## config.mk

```make
export PLATFORM = sky130hd
export DESIGN_NAME = video_timing_gen_flat
export DESIGN_NICKNAME = d
export VERILOG_FILES = /design/src/rtl/vtg_pkg.sv /design/src/rtl/video_timing_gen_if.sv /design/src/rtl/vtg_axis_counter.sv /design/src/rtl/video_timing_gen.sv /design/src/flat_wrapper.sv
export SDC_FILE = /design/constraint.sdc
export NUM_CORES = 1
export LEC_CHECK = 0
export CAP_MARGIN = 15
export CORE_ASPECT_RATIO = 1.5
export CORE_UTILIZATION = 50
export CTS_BUF_LIST = sky130_fd_sc_hd__clkbuf_4 sky130_fd_sc_hd__clkbuf_8
export DETAILED_ROUTE_END_ITERATION = 8
export GPL_TIMING_DRIVEN = 0
export PLACE_DENSITY = 0.84
export SETUP_SLACK_MARGIN = 0.02
export SLEW_MARGIN = 20
export SYNTH_ARGS = -nofsm -noshare
export SYNTH_HDL_FRONTEND = slang
export SYNTH_SLANG_ARGS = --single-unit
```

## constraint.sdc

```tcl
create_clock -name clk -period 3.8 [get_ports clk]
set_input_delay 0.76 -clock clk [delete_from_list [all_inputs] [get_ports clk]]
set_output_delay 0.76 -clock clk [all_outputs]
set_load 0.01 [all_outputs]
```

## src/rtl/vtg_pkg.sv

```systemverilog
// Shared types, default 1080p timing and sizing helper for the video timing generator.
package vtg_pkg;

    typedef enum logic [1:0] {
        IDLE  = 2'd0,
        RUN   = 2'd1,
        DRAIN = 2'd2
    } vtg_state_e;

    localparam int VTG_H_ACTIVE = 1920;
    localparam int VTG_H_FP     = 88;
    localparam int VTG_H_SYNC   = 44;
    localparam int VTG_H_BP     = 148;
    localparam int VTG_V_ACTIVE = 1080;
    localparam int VTG_V_FP     = 4;
    localparam int VTG_V_SYNC   = 5;
    localparam int VTG_V_BP     = 36;

    localparam int VTG_COORD_W  = 23;
    localparam int VTG_LINE_W   = 11;

    function automatic int vtg_cnt_width(input int total);
        if (total > 1) begin
            return $clog2(total);
        end else begin
            return 1;
        end
    endfunction

endpackage

```

## src/rtl/video_timing_gen_if.sv

```systemverilog
// Run request, status and raster strobes between the timing generator and the pattern path.
interface video_timing_gen_if;
    import vtg_pkg::*;

    logic                   en;
    logic                   busy;
    logic [VTG_COORD_W-1:0] coord;
    logic [VTG_LINE_W-1:0]  line_y;
    logic                   de;
    logic                   hsync;
    logic                   vsync;
    logic                   frame_start;
    logic                   de_lut;
    logic                   hsync_lut;
    logic                   vsync_lut;

    modport master (
        input  en,
        output busy, coord, line_y, de, hsync, vsync, frame_start,
               de_lut, hsync_lut, vsync_lut
    );

    modport slave (
        output en,
        input  busy, coord, line_y, de, hsync, vsync, frame_start,
               de_lut, hsync_lut, vsync_lut
    );

endinterface

```

## src/rtl/vtg_axis_counter.sv

```systemverilog
// One raster axis: position counter with wrap, plus active/sync decode of the next position.
module vtg_axis_counter
    import vtg_pkg::*;
#(
    parameter int ACTIVE = VTG_H_ACTIVE,
    parameter int FP     = VTG_H_FP,
    parameter int SYNC   = VTG_H_SYNC,
    parameter int BP     = VTG_H_BP,
    parameter int W      = vtg_cnt_width(ACTIVE + FP + SYNC + BP)
) (
    input  logic         clk,
    input  logic         rstn,
    input  logic         clr_i,
    input  logic         inc_i,
    output logic         last_o,
    output logic [W-1:0] nxt_o,
    output logic         active_o,
    output logic         sync_o
);

    localparam int TOTAL = ACTIVE + FP + SYNC + BP;

    logic [W-1:0] cnt_q;
    logic [W-1:0] cnt_d;

    assign last_o = (cnt_q == W'(TOTAL - 1));

    // Next position: clear wins, otherwise step and wrap at the end of the axis.
    always_comb begin
        cnt_d = cnt_q;
        if (clr_i) begin
            cnt_d = '0;
        end else if (inc_i) begin
            if (last_o) begin
                cnt_d = '0;
            end else begin
                cnt_d = cnt_q + 1'b1;
            end
        end else begin
            cnt_d = cnt_q;
        end
    end

    assign nxt_o    = cnt_d;
    assign active_o = (cnt_d < W'(ACTIVE));
    assign sync_o   = (cnt_d >= W'(ACTIVE + FP)) && (cnt_d < W'(ACTIVE + FP + SYNC));

    // Position register.
    always_ff @(posedge clk) begin
        if (!rstn) begin
            cnt_q <= '0;
        end else begin
            cnt_q <= cnt_d;
        end
    end

endmodule

```

## src/rtl/video_timing_gen.sv

```systemverilog
// Raster timing generator with frame-boundary start/stop. Outputs are decoded from the
// next raster position and registered. VTG_LUT_ALIGN_EN delays the *_lut strobes by one clock.
module video_timing_gen
    import vtg_pkg::*;
#(
    parameter int H_ACTIVE = VTG_H_ACTIVE,
    parameter int H_FP     = VTG_H_FP,
    parameter int H_SYNC   = VTG_H_SYNC,
    parameter int H_BP     = VTG_H_BP,
    parameter int V_ACTIVE = VTG_V_ACTIVE,
    parameter int V_FP     = VTG_V_FP,
    parameter int V_SYNC   = VTG_V_SYNC,
    parameter int V_BP     = VTG_V_BP
) (
    input  logic                clk,
    input  logic                rstn,
    video_timing_gen_if.master  vif
);

    localparam int HW = vtg_cnt_width(H_ACTIVE + H_FP + H_SYNC + H_BP);
    localparam int VW = vtg_cnt_width(V_ACTIVE + V_FP + V_SYNC + V_BP);

    vtg_state_e state_q, state_d;

    logic          cnt_clr_s;
    logic          h_last_s, v_last_s, frame_last_s;
    logic [HW-1:0] h_nxt_s;
    logic [VW-1:0] v_nxt_s;
    logic          h_act_s, v_act_s, h_sync_s, v_sync_s;
    logic          run_d, de_d, hs_d, vs_d, fs_d;
    logic [VTG_COORD_W-1:0] coord_d;
    logic [VTG_LINE_W-1:0]  line_d;

    logic          busy_q, de_q, hs_q, vs_q, fs_q;
    logic [VTG_COORD_W-1:0] coord_q;
    logic [VTG_LINE_W-1:0]  line_q;

    assign frame_last_s = h_last_s && v_last_s;

    // Run control: stopping is only honoured on the last pixel of a frame.
    always_comb begin
        state_d = state_q;
        case (state_q)
            IDLE: begin
                if (vif.en) state_d = RUN;
                else        state_d = IDLE;
            end
            RUN: begin
                if (vif.en)            state_d = RUN;
                else if (frame_last_s) state_d = IDLE;
                else                   state_d = DRAIN;
            end
            DRAIN: begin
                if (vif.en)            state_d = RUN;
                else if (frame_last_s) state_d = IDLE;
                else                   state_d = DRAIN;
            end
            default: state_d = IDLE;
        endcase
    end

    // Counters sit at 0 in IDLE, and the first running cycle shows position 0,0.
    assign cnt_clr_s = (state_q == IDLE) || (state_d == IDLE);

    vtg_axis_counter #(
        .ACTIVE (H_ACTIVE), .FP (H_FP), .SYNC (H_SYNC), .BP (H_BP), .W (HW)
    ) u_h_cnt (
        .clk      (clk),
        .rstn     (rstn),
        .clr_i    (cnt_clr_s),
        .inc_i    (1'b1),
        .last_o   (h_last_s),
        .nxt_o    (h_nxt_s),
        .active_o (h_act_s),
        .sync_o   (h_sync_s)
    );

    vtg_axis_counter #(
        .ACTIVE (V_ACTIVE), .FP (V_FP), .SYNC (V_SYNC), .BP (V_BP), .W (VW)
    ) u_v_cnt (
        .clk      (clk),
        .rstn     (rstn),
        .clr_i    (cnt_clr_s),
        .inc_i    (h_last_s),
        .last_o   (v_last_s),
        .nxt_o    (v_nxt_s),
        .active_o (v_act_s),
        .sync_o   (v_sync_s)
    );

    // Output decode of the upcoming position; coordinates are forced to 0 outside active video.
    always_comb begin
        run_d   = (state_d != IDLE);
        de_d    = run_d && h_act_s && v_act_s;
        hs_d    = run_d && h_sync_s;
        vs_d    = run_d && v_sync_s;
        fs_d    = run_d && (h_nxt_s == '0) && (v_nxt_s == '0);
        coord_d = '0;
        line_d  = '0;
        if (de_d) begin
            coord_d = VTG_COORD_W'(h_nxt_s);
            line_d  = VTG_LINE_W'(v_nxt_s);
        end else begin
            coord_d = '0;
            line_d  = '0;
        end
    end

    // State and output registers.
    always_ff @(posedge clk) begin
        if (!rstn) begin
            state_q <= IDLE;
            busy_q  <= 1'b0;
            de_q    <= 1'b0;
            hs_q    <= 1'b0;
            vs_q    <= 1'b0;
            fs_q    <= 1'b0;
            coord_q <= '0;
            line_q  <= '0;
        end else begin
            state_q <= state_d;
            busy_q  <= run_d;
            de_q    <= de_d;
            hs_q    <= hs_d;
            vs_q    <= vs_d;
            fs_q    <= fs_d;
            coord_q <= coord_d;
            line_q  <= line_d;
        end
    end

    assign vif.busy        = busy_q;
    assign vif.de          = de_q;
    assign vif.hsync       = hs_q;
    assign vif.vsync       = vs_q;
    assign vif.frame_start = fs_q;
    assign vif.coord       = coord_q;
    assign vif.line_y      = line_q;

`ifdef VTG_LUT_ALIGN_EN
    logic de_lut_q, hs_lut_q, vs_lut_q;

    // One-clock strobe delay matching the registered LUT downstream.
    always_ff @(posedge clk) begin
        if (!rstn) begin
            de_lut_q <= 1'b0;
            hs_lut_q <= 1'b0;
            vs_lut_q <= 1'b0;
        end else begin
            de_lut_q <= de_q;
            hs_lut_q <= hs_q;
            vs_lut_q <= vs_q;
        end
    end

    assign vif.de_lut    = de_lut_q;
    assign vif.hsync_lut = hs_lut_q;
    assign vif.vsync_lut = vs_lut_q;
`else
    assign vif.de_lut    = de_q;
    assign vif.hsync_lut = hs_q;
    assign vif.vsync_lut = vs_q;
`endif

endmodule

```

## src/flat_wrapper.sv

```systemverilog
// flat-port wrapper written by rule: the top's interface ports become plain ports
module video_timing_gen_flat import vtg_pkg::*;
#(
    parameter int H_ACTIVE = VTG_H_ACTIVE,
    parameter int H_FP     = VTG_H_FP,
    parameter int H_SYNC   = VTG_H_SYNC,
    parameter int H_BP     = VTG_H_BP,
    parameter int V_ACTIVE = VTG_V_ACTIVE,
    parameter int V_FP     = VTG_V_FP,
    parameter int V_SYNC   = VTG_V_SYNC,
    parameter int V_BP     = VTG_V_BP
)
  (clk, rstn, vif_en, vif_busy, vif_coord, vif_line_y, vif_de, vif_hsync, vif_vsync, vif_frame_start, vif_de_lut, vif_hsync_lut, vif_vsync_lut);
  video_timing_gen_if vif_i ();
  input  logic clk;
  input  logic rstn;
  input wire logic [$bits(vif_i.en)-1:0] vif_en;
  output wire logic [$bits(vif_i.busy)-1:0] vif_busy;
  output wire logic [$bits(vif_i.coord)-1:0] vif_coord;
  output wire logic [$bits(vif_i.line_y)-1:0] vif_line_y;
  output wire logic [$bits(vif_i.de)-1:0] vif_de;
  output wire logic [$bits(vif_i.hsync)-1:0] vif_hsync;
  output wire logic [$bits(vif_i.vsync)-1:0] vif_vsync;
  output wire logic [$bits(vif_i.frame_start)-1:0] vif_frame_start;
  output wire logic [$bits(vif_i.de_lut)-1:0] vif_de_lut;
  output wire logic [$bits(vif_i.hsync_lut)-1:0] vif_hsync_lut;
  output wire logic [$bits(vif_i.vsync_lut)-1:0] vif_vsync_lut;
  assign vif_i.en = vif_en;
  assign vif_busy = vif_i.busy;
  assign vif_coord = vif_i.coord;
  assign vif_line_y = vif_i.line_y;
  assign vif_de = vif_i.de;
  assign vif_hsync = vif_i.hsync;
  assign vif_vsync = vif_i.vsync;
  assign vif_frame_start = vif_i.frame_start;
  assign vif_de_lut = vif_i.de_lut;
  assign vif_hsync_lut = vif_i.hsync_lut;
  assign vif_vsync_lut = vif_i.vsync_lut;
  video_timing_gen #(.H_ACTIVE(H_ACTIVE), .H_FP(H_FP), .H_SYNC(H_SYNC), .H_BP(H_BP), .V_ACTIVE(V_ACTIVE), .V_FP(V_FP), .V_SYNC(V_SYNC), .V_BP(V_BP)) u_core (.clk(clk), .rstn(rstn), .vif(vif_i));
endmodule
```

==> metrics.log, run 1 <==
INFO  metric number_of_synthesized_flops_with_an_enable_pin = 0
INFO  metric fmax = 301 MHz
INFO  metric holdPathEnd = u_core.u_h_cnt.cnt_q[0]$_SDFF_PN0_
INFO  metric grt_usage = 0.246
INFO  metric worst_ir_drop_vdd = 198 uV
INFO  metric drive_gt1_frac = 0.149
INFO  metric route.met3.wl = between 200 and 250 um
INFO  metric global_route_wire_length_before_repair = 10400 um
INFO  metric synth_area = about 2700 um2
INFO  metric post-route-drc-count = 0
INFO  metric grt_overflow_total = 0
INFO  metric number_of_h_tree_levels = 2
INFO  metric start_kind = flip-flop
INFO  metric report.power.total = between 0.9 and 1 mW
INFO  metric number_of_placement_rows = 32
INFO  metric die_area = 5630 um2
INFO  metric final-setup-viol-count = 0
INFO  metric iter_0_drt_violations = between 100 and 150
INFO  metric nNetsFinal = 349
INFO  metric routed_via_density = ~5.7
INFO  metric reg2reg_slack = 0.48 ns
INFO  metric status = finished clean
INFO  metric worst_clock_skew = 0.00645 ns
INFO  metric holdPathStages = 1
INFO  metric dr_total_vias = 2348
INFO  metric syn_inst_count = between 200 and 300
INFO  metric p_leak = roughly 1.1 nW
INFO  metric max_slew_margin = 0.339
INFO  metric post-route-util = 0.627
INFO  metric critPathMaxFanout = 10
INFO  metric clock_latency_on_the_worst_skew_pair = 0.31 ns
INFO  metric worstPathArrival = around 3.5 ns
INFO  metric timing.setup.tns = 0 ns
INFO  metric routedLengthMet1 = 2400 um
INFO  metric largest_net_degree_at_the_start_of_global_routing = 18
INFO  metric slew_viol_final = 0
INFO  metric die-height = 91.4 um
INFO  metric rsz0062_at_grt = false
INFO  metric cellPowerDensity = 298 nW/um2
INFO  metric async_reset_ff_frac = 0
INFO  metric cts_post_setup_buffers_inserted = 0
INFO  metric synthDistinctLibCells = 59
INFO  metric synth_top_cell_area_share = 0.398
INFO  metric flow.area_growth_from_synthesis = 20.5%
INFO  metric cts_root_buf = clkbuf_8
INFO  metric synth_top_flop_cell = dfxtp_1
INFO  metric worst_r2r_path_depth = 8
INFO  metric maxUsedRoutingLayer = met4
INFO  metric final.period_utilization = 0.875
INFO  metric final_hold_viol_count = 0
INFO  metric synth_top_cell_by_area = dfxtp_1
INFO  metric numCtsBuffers = 5
INFO  metric route.met2.wl = 3260 um
INFO  metric hp-class = reg2reg
INFO  metric worstMarginPinSlew = 0.983 ns
INFO  metric drtPass1Iterations = 4
INFO  metric cts.path.max_buffers = 2
INFO  metric design.portCount = 45
INFO  metric number_of_global_route_vias_before_repair = 2243
INFO  metric r2r_end = u_core.vif.coord[8]$_SDFF_PN0_
INFO  metric crit_type = reg2reg
INFO  metric routed_wirelength = slightly above 6000 um
INFO  metric drv.max_cap_violation_count = 0
INFO  metric cp_data_required_time = roughly 4 ns
INFO  metric number_of_buffers_inserted_by_port_buffering = 33
INFO  metric worst_r2r_startpoint = u_core.u_h_cnt.cnt_q[0]$_SDFF_PN0_
INFO  metric tritoncts = yes
INFO  metric yosys_register_bits = between 50 and 60
INFO  metric worst_setup_path_end_kind = flip-flop
INFO  metric start_util = 0.520
INFO  metric finalCriticalPeriod = 3.32 ns
INFO  metric drtAntennaViolNets = 0
INFO  metric cts.repair.resized = 0
INFO  metric design.core.area = 5120 um2
INFO  metric synth.yosys.seq_area_share = 0.398
INFO  metric netlist_top_cells_area = dfxtp_1 40%, xnor2_1 4.6%, a2111oi_2 4.5%
INFO  metric clk_pin_slew_worst_paths = approximately 0.090 ns
INFO  metric antenna_found_initial = 0
INFO  metric post_cts_hold_buffer_count = 0
INFO  metric gpl.final_weighted_congestion = 0.970
INFO  metric yosys_warnings = 0
INFO  metric dp_hpwl = 4790 um
INFO  metric wl_per_cell = ~15 um
INFO  metric synth_area_per_cell = roughly 9.2 um2
INFO  metric antenna_cells = 0
INFO  metric clkSinkCount = 53
INFO  metric worstHoldStart = u_core.u_h_cnt.cnt_q[0]$_SDFF_PN0_
INFO  metric chipWidth = just over 60 um
## Yosys cell counts (all sizes together) (3+ instances only)
library cell,count
buf,22
and3,5
o31ai,6
a211oi,6
and2,4
nand4,11
o211ai,4
nand4b,3
inv,11
or4,6
a21o,3
nor3,12
dfxtp,53
clkbuf,5
nand3,15
nand2,12
xor2,4
xnor2,14
o21ai,6
a2111oi,10
nor2,25
ha,5
a21oi,16
## how the worst max path moves through the flow
stage	start	to	slack (ns)	cells after the start
after global routing	u_core.u_h_cnt.cnt_q[0]$_SDFF_PN0_	u_core.vif.coord[6]$_SDFF_PN0_	0.22	7
after detailed placement	rstn	u_core.vif.coord[6]$_SDFF_PN0_	0.30	7
after CTS	u_core.u_h_cnt.cnt_q[0]$_SDFF_PN0_	u_core.vif.coord[8]$_SDFF_PN0_	0.53	8
after floorplan	u_core.u_h_cnt.cnt_q[0]$_SDFF_PN0_	u_core.vif.coord[0]$_SDFF_PN0_	1.09	9
after global placement	rstn	u_core.vif.coord[4]$_SDFF_PN0_	0.34	8
final	u_core.u_h_cnt.cnt_q[0]$_SDFF_PN0_	u_core.vif.coord[8]$_SDFF_PN0_	0.48	8
## registers in the layout, summed over array words and instances (netlist names)
| name | cells |
|---|---|
| u_core.vif.vsync | 1 |
| u_core.vif.line_y | 11 |
| u_core.u_h_cnt.cnt_q | 12 |
| u_core.u_v_cnt.cnt_q | 11 |
| u_core.vif.de | 1 |
| u_core.vif.busy | 1 |
| u_core.vif.frame_start | 1 |
| u_core.vif.hsync | 1 |
| u_core.state_q | 2 |
| u_core.vif.coord | 12 |
## logic make-up (layout without fill, tap and decap cells)
logic type      after synthesis  after routing  synth area share
compound gates               64             64             0.194
buf+inv                      38             79            0.0822
fa+ha+maj                     5              5            0.0235
flops                        53             53             0.398
other cells                   1             12           0.00141
simple gates                111            111             0.241
xor+xnor                     18             18            0.0592
## metrics by stage
stage | hold WS (ns) | std cells | cell area, um2 | worst slack (ns)
final | 0.541 | 410 | 3210 | 0.475
after global routing | 0.558 | 410 | 3210 | 0.222
after CTS | 0.535 | 410 | 3210 | 0.533
after detailed placement | 0.511 | 402 | 3120 | 0.302
after global placement | 0.502 | 402 | 3120 | 0.336
after floorplan | 0.462 | 301 | 2710 | 1.09
## cell usage in the layout (no fill, tap or decap), types with 6 or more instances in the layout
| master | n |
|---|---|
| a2111oi_2 | 8 |
| nand4_1 | 11 |
| dfxtp_1 | 53 |
| xnor2_1 | 14 |
| nand2_1 | 11 |
| inv_1 | 11 |
| nor2_1 | 25 |
| clkdlybuf4s50_1 | 33 |
| a21oi_1 | 15 |
| nand3_1 | 14 |
| buf_4 | 15 |
| o31ai_1 | 6 |
| nor3_1 | 12 |
| conb_1 | 12 |
## cell type report
| type | instances | area, um2 |
|---|---|---|
| plain buffers | 27 | 178 |
| clock buffers | 5 | 68.8 |
| clock inverters | 3 | 21.3 |
| fillers | 480 | 1910 |
| inverters | 11 | 41.3 |
| multi-input cells | 210 | 1430 |
| flip-flops and latches | 53 | 1060 |
| well taps | 68 | 85.1 |
| repair buffers | 33 | 330 |
## where the power goes
| part | switching, mW | internal (mW) |
|---|---|---|
| Sequential | 0.00246 | 0.560 |
| Clock | 0.192 | 0.131 |
| Combinational | 0.0417 | 0.0290 |
## critical path, cell delays in order, from the launching register on
cell and delay [ns]:
dfxtp_1 0.48, ha_1 0.27, and4bb_1 0.38, nand3_2 0.12
o31ai_1 0.85, or3_1 0.34, o211ai_2 0.17, buf_6 0.19
a2111oi_2 0.40
## per-layer routing
layer	vias up	track usage
met4	0	0.141
met3	30	0.0370
li1	1153	-
met5	-	0
met2	81	0.414
met1	1084	0.281
Note: power is estimated with default switching activity, not from simulation.
==> run 2: changes to the inputs <==
Settings changed: CAP_MARGIN 15 to 0, CORE_UTILIZATION 50 to 53, MAX_ROUTING_LAYER from default to met4, PLACE_DENSITY 0.84 to 0.88.
==> metrics.log, run 2 (synthesized netlist as in run 1, its figures left out) <==
INFO  metric p_clk_frac = 0.338 (about the same)
INFO  metric power.net_switching = 0.232 mW (-1.7%)
INFO  metric clk_pin_slew_worst_paths = 0.10 ns (about the same)
INFO  metric drtAntennaViolNets = 0 (unchanged)
INFO  metric maxUsedRoutingLayer = met4
INFO  metric final.period_utilization = 0.866 (-0.00873)
INFO  metric final_common_cell = dfxtp_1
INFO  metric grt_overflow_total = 0 (unchanged)
INFO  metric rsz0062_at_grt = false
INFO  metric number_of_placement_rows = 31 (-3.1%)
INFO  metric nNetsFinal = 349 (unchanged)
INFO  metric final-setup-viol-count = 0 (unchanged)
INFO  metric timing.setup.tns = 0 ns (unchanged)
INFO  metric cellPowerDensity = 297 nW/um2 (-0.23%)
INFO  metric hp-class = reg2reg
INFO  metric combinationalPowerShare = 0.073 (about the same)
INFO  metric worst_clock_skew = 0.00640 ns (-0.0000520 ns)
INFO  metric worstPathArrival = 3.50 ns (-0.02 ns)
INFO  metric cts_post_setup_buffers_inserted = 0 (unchanged)
INFO  metric routed_via_density = 5.83 (+1.9%)
INFO  metric drv.max_cap_violation_count = 0 (unchanged)
INFO  metric chipWidth = 59.9 um (-2.8%)
INFO  metric clock_latency_on_the_worst_skew_pair = 0.31 ns (about the same)
INFO  metric critPathMaxFanout = 10 (unchanged)
INFO  metric cts_root_buf = clkbuf_8
INFO  metric p_int = 0.723 mW (+0.29%)
INFO  metric finalCriticalPeriod = 3.29 ns (-0.0332 ns)
INFO  metric start_kind = flip-flop
INFO  metric number_of_h_tree_levels = 2 (unchanged)
INFO  metric routedLengthMet1 = 2310 um (-3.7%)
INFO  metric clkSinkCount = 53 (unchanged)
INFO  metric largest_net_degree_at_the_start_of_global_routing = 19 (+1)
INFO  metric crit_type = reg2reg
INFO  metric design.core.area = 4850 um2 (-5.4%)
INFO  metric worstMarginPinSlew = 0.983 ns (+0.000435 ns)
INFO  metric post_cts_hold_buffer_count = 0 (unchanged)
INFO  metric route.met3.wl = 290 um (+22%)
INFO  metric status = finished clean
INFO  metric route.met2.wl = 3210 um (-1.6%)
INFO  metric cts.path.max_buffers = 2 (unchanged)
INFO  metric flow.area_growth_from_synthesis = 20.6% (about the same)
INFO  metric max_slew_margin = 0.339 (about the same)
INFO  metric gpl.final_weighted_congestion = 0.948 (-2.2%)
INFO  metric tritoncts = yes
INFO  metric number_of_global_route_vias_before_repair = 2223 (-0.89%)
INFO  metric design.portCount = 45 (unchanged)
INFO  metric cp_data_required_time = 4.01 ns (about the same)
INFO  metric number_of_buffers_inserted_by_port_buffering = 33 (unchanged)
INFO  metric die_area = 5320 um2 (-5.5%)
INFO  metric numCtsBuffers = 5 (unchanged)
INFO  metric worst_ir_drop_vdd = 208 uV (+5.4%)
INFO  metric timing.final.ws_setup = 0.508 ns (+0.0332 ns)
INFO  metric antenna_found_initial = 0 (unchanged)
INFO  metric antenna_cells = 0 (unchanged)
INFO  metric switching_share = 0.243 (-0.00363)
INFO  metric wl_per_cell = 15.0 um (-1.0%)
INFO  metric global_route_wire_length_before_repair = 9890 um (-4.8%)
INFO  metric dp_worst_setup_slack = 0.272 ns (-0.0296 ns)
INFO  metric post-route-drc-count = 0 (unchanged)
INFO  metric die-height = 88.8 um (-2.8%)
INFO  metric slew_viol_final = 0 (unchanged)
INFO  metric drtPass1Iterations = 4 (unchanged)
INFO  metric fmax = 304 MHz (+1.0%)
INFO  metric cts.repair.resized = 0 (unchanged)
INFO  metric final_hold_viol_count = 0 (unchanged)
INFO  metric iter_0_drt_violations = 99 (-20%)
INFO  metric drive_gt1_frac = 0.149 (unchanged)
INFO  metric dp_hpwl = 4750 um (-0.70%)
INFO  metric grt_usage = 0.256 (+0.0101)
INFO  metric commonest_non_fill_non_tap_cells_in_the_layout = 53 x dfxtp_1, 33 x clkdlybuf4s50_1, 25 x nor2_1
INFO  metric worst_setup_path_end_kind = flip-flop
INFO  metric routed_wirelength = 6130 um (-1.5%)
INFO  metric power.sequential.fraction = 0.589 (about the same)
INFO  metric start_util = 0.550 (+0.0297)
INFO  metric p_leak = 1.10 nW (about the same)
INFO  metric dr_total_vias = 2380 (+1.4%)
## run 2: per-layer routing
layer | GRT usage | up-vias
li1 | - | 1153
met5 | - | -
met1 | 0.259 | 1093
met4 | 0.171 | 0
met3 | 0.0439 | 23
met2 | 0.441 | 111
## run 2: power by group through the flow
stage               combinational [mW]  sequential (mW)  clock (mW)
global route                    0.0755            0.564       0.359
detailed placement              0.0682            0.576           0
global placement                0.0673            0.576           0
CTS                             0.0685            0.563       0.332
floorplan                       0.0446            0.578           0
finish                          0.0693            0.563       0.323
## run 2: cell type report
type,instances,area [um2]
Fill cell,404,1640
Multi-Input combinational cell,210,1430
Sequential cell,53,1060
Timing Repair Buffer,33,330
Buffer,27,178
Tap cell,66,82.6
Clock buffer,5,68.8
Inverter,11,41.3
Clock inverter,3,25.0
## run 2: stage by stage
step                total power [mW]  std cells  instance area, um2  utilization  hold slack [ns]
floorplan                      0.622        301                2710            -            0.462
detailed placement             0.644        400                3120        0.643            0.526
global route                   0.999        408                3210        0.663            0.608
finish                         0.955        408                3210        0.663            0.546
global placement               0.643        400                3120        0.643            0.506
CTS                            0.963        408                3210        0.663            0.549
## run 2: critical path, cell delays in order (launching register included)
cell and delay (ns):
dfxtp_1 0.47, ha_1 0.26, and4bb_1 0.38, nand3_2 0.14, o31ai_1 0.86, or3_1 0.33, o211ai_2 0.18, buf_6 0.20
a2111oi_2 0.37
## run 2: final timing paths
check / start / to / slack, ns / cells after the start
max: u_core.u_h_cnt.cnt_q[0]$_SDFF_PN0_ / u_core.vif.coord[8]$_SDFF_PN0_ / 0.51 / 8
min: u_core.u_h_cnt.cnt_q[0]$_SDFF_PN0_ / u_core.u_h_cnt.cnt_q[0]$_SDFF_PN0_ / 0.55 / 1
max reg2reg: u_core.u_h_cnt.cnt_q[0]$_SDFF_PN0_ / u_core.vif.coord[8]$_SDFF_PN0_ / 0.51 / 8
min reg2reg: u_core.u_h_cnt.cnt_q[0]$_SDFF_PN0_ / u_core.u_h_cnt.cnt_q[0]$_SDFF_PN0_ / 0.55 / 1
==> run 3: changes to the inputs <==
Settings changed: PLACE_DENSITY 0.88 to 0.91, SKIP_LAST_GASP from default to 1.
==> metrics.log, run 3 (synthesized netlist as in run 1, its figures left out) <==
INFO  metric clock_latency_on_the_worst_skew_pair = 0.31 ns (about the same)
INFO  metric slew_viol_final = 0 (unchanged)
INFO  metric cts.repair.resized = 0 (unchanged)
INFO  metric reg2reg_slack = 0.33 ns (-0.18 ns)
INFO  metric holdPathEnd = u_core.u_h_cnt.cnt_q[0]$_SDFF_PN0_
INFO  metric antenna_found_initial = 0 (unchanged)
INFO  metric cp_data_required_time = 3.95 ns (-0.06 ns)
INFO  metric p_leak = 1.09 nW (-0.22%)
INFO  metric nNetsFinal = 349 (unchanged)
INFO  metric worstMarginPinSlew = 0.976 ns (-0.00774 ns)
INFO  metric max_slew_margin = 0.344 (+0.00520)
INFO  metric dp_hpwl = 4810 um (+1.2%)
INFO  metric chipWidth = 59.9 um (unchanged)
INFO  metric drive_gt1_frac = 0.149 (unchanged)
INFO  metric timing.setup.tns = 0 ns (unchanged)
INFO  metric crit_slowest_cell = o31ai_1
INFO  metric largest_net_degree_at_the_start_of_global_routing = 19 (unchanged)
INFO  metric drtPass1Iterations = 4 (unchanged)
INFO  metric timing.final.ws_setup = 0.329 ns (-0.179 ns)
INFO  metric number_of_global_route_vias_before_repair = 2186 (-1.7%)
INFO  metric post_cts_hold_buffer_count = 0 (unchanged)
INFO  metric tritoncts = yes
INFO  metric cts_post_setup_buffers_inserted = 0 (unchanged)
INFO  metric grt_overflow_total = 0 (unchanged)
INFO  metric worstHoldStart = u_core.u_h_cnt.cnt_q[0]$_SDFF_PN0_
INFO  metric post-route-drc-count = 0 (unchanged)
INFO  metric number_of_buffers_inserted_by_port_buffering = 33 (unchanged)
INFO  metric grt_usage = 0.256 (-0.000536)
INFO  metric worst_setup_path_end_kind = flip-flop
INFO  metric clkSinkCount = 53 (unchanged)
INFO  metric start_kind = flip-flop
INFO  metric holdPathStages = 1 (unchanged)
INFO  metric routed_via_density = 5.94 (+1.8%)
INFO  metric fmax = 288 MHz (-5.2%)
INFO  metric design.core.area = 4850 um2 (unchanged)
INFO  metric rsz0062_at_grt = false
INFO  metric post-route-util = 0.663 (about the same)
INFO  metric number_of_h_tree_levels = 2 (unchanged)
INFO  metric final_common_cell = dfxtp_1
INFO  metric wl_per_cell = 15.5 um (+3.5%)
INFO  metric design.portCount = 45 (unchanged)
INFO  metric die_area = 5320 um2 (unchanged)
INFO  metric cts.path.max_buffers = 2 (unchanged)
INFO  metric worst_ir_drop_vdd = 173 uV (-17%)
INFO  metric worst_r2r_path_depth = 7 (-1)
INFO  metric crit_chain = ha_1, and4bb_1, nand3_2, o31ai_1, or3_1, o211ai_2, a2111oi_0
INFO  metric cellPowerDensity = 300 nW/um2 (+1.1%)
INFO  metric final.period_utilization = 0.913 (+0.0471)
INFO  metric drtAntennaViolNets = 0 (unchanged)
INFO  metric drv.max_cap_violation_count = 0 (unchanged)
INFO  metric cts_root_buf = clkbuf_8
INFO  metric dp_worst_setup_slack = 0.187 ns (-0.0858 ns)
INFO  metric final-setup-viol-count = 0 (unchanged)
INFO  metric die-height = 88.8 um (unchanged)
INFO  metric finalCriticalPeriod = 3.47 ns (+0.179 ns)
INFO  metric critPathMaxFanout = 7 (-3)
INFO  metric dr_total_vias = 2422 (+1.8%)
INFO  metric commonest_non_fill_non_tap_cells_in_the_layout = 53 x dfxtp_1, 33 x clkdlybuf4s50_1, 25 x nor2_1
INFO  metric routed_wirelength = 6340 um (+3.5%)
INFO  metric worst_r2r_startpoint = u_core.u_h_cnt.cnt_q[0]$_SDFF_PN0_
INFO  metric slowest_delay = 0.85 ns (about the same)
INFO  metric clk_pin_slew_worst_paths = 0.10 ns (about the same)
INFO  metric global_route_wire_length_before_repair = 9900 um (about the same)
INFO  metric worst_clock_skew = 0.00704 ns (+0.000640 ns)
INFO  metric iter_0_drt_violations = 132 (+33%)
INFO  metric number_of_placement_rows = 31 (unchanged)
INFO  metric final_hold_viol_count = 0 (unchanged)
INFO  metric crit_type = reg2reg
INFO  metric hp-class = reg2reg
INFO  metric numCtsBuffers = 5 (unchanged)
INFO  metric flow.area_growth_from_synthesis = 20.6% (about the same)
INFO  metric r2r_end = u_core.vif.coord[6]$_SDFF_PN0_
INFO  metric worstPathArrival = 3.62 ns (+0.12 ns)
INFO  metric start_util = 0.550 (unchanged)
INFO  metric gpl.final_weighted_congestion = 0.962 (+1.5%)
INFO  metric report.power.total = 0.965 mW (+1.1%)
INFO  metric antenna_cells = 0 (unchanged)
INFO  metric status = finished clean
-- run 3: worst max-delay path by stage --
stage                                             from                             end  slack (ns)  cells past startpoint
finish              u_core.u_h_cnt.cnt_q[0]$_SDFF_PN0_  u_core.vif.coord[6]$_SDFF_PN0_        0.33                      7
CTS                 u_core.u_h_cnt.cnt_q[0]$_SDFF_PN0_  u_core.vif.coord[6]$_SDFF_PN0_        0.43                      7
detailed placement                                rstn  u_core.vif.coord[6]$_SDFF_PN0_        0.19                      7
floorplan           u_core.u_h_cnt.cnt_q[0]$_SDFF_PN0_  u_core.vif.coord[0]$_SDFF_PN0_        1.09                      9
global placement                                  rstn  u_core.vif.coord[7]$_SDFF_PN0_        0.34                      7
global route        u_core.u_v_cnt.cnt_q[0]$_SDFF_PN0_  u_core.vif.coord[6]$_SDFF_PN0_        0.22                      8
-- run 3: metrics by stage --
stage | hold WS [ns] | instances | area, um2
2_1_floorplan | 0.462 | 301 | 2710
3_3_place_gp | 0.505 | 400 | 3120
3_5_place_dp | 0.531 | 400 | 3120
4_1_cts | 0.558 | 408 | 3210
5_1_grt | 0.573 | 408 | 3210
6_report | 0.567 | 408 | 3210
-- run 3: final cells by class --
| class | instances | area (um2) |
|---|---|---|
| sequential | 53 | 1060 |
| clock inverter | 3 | 26.3 |
| fill | 364 | 1630 |
| clock buffer | 5 | 68.8 |
| buffer | 27 | 178 |
| multi-input combinational | 210 | 1430 |
| inverter | 11 | 41.3 |
| tap | 66 | 82.6 |
| timing repair buffer | 33 | 330 |
-- run 3: worst max-delay path: cells and delay by family (launching register included) --
family,cells,cell delay (ns)
compound gates,3,1.68
fa+ha+maj,1,0.28
flops,1,0.49
simple gates,3,0.87
-- run 3: report_power, final --
group,switching [mW],internal (mW)
clock network,0.197,0.134
logic,0.0418,0.0290
registers,0.00239,0.560
total,0.242,0.724
-- run 3: layer usage --
metal / up-vias / wire, um / GRT usage
li1: 1151 / - / -
met1: 1098 / 2300 / 0.258
met2: 139 / 3310 / 0.448
met3: 34 / 406 / 0.0424
met4: 0 / 331 / 0.156
met5: - / 0 / -
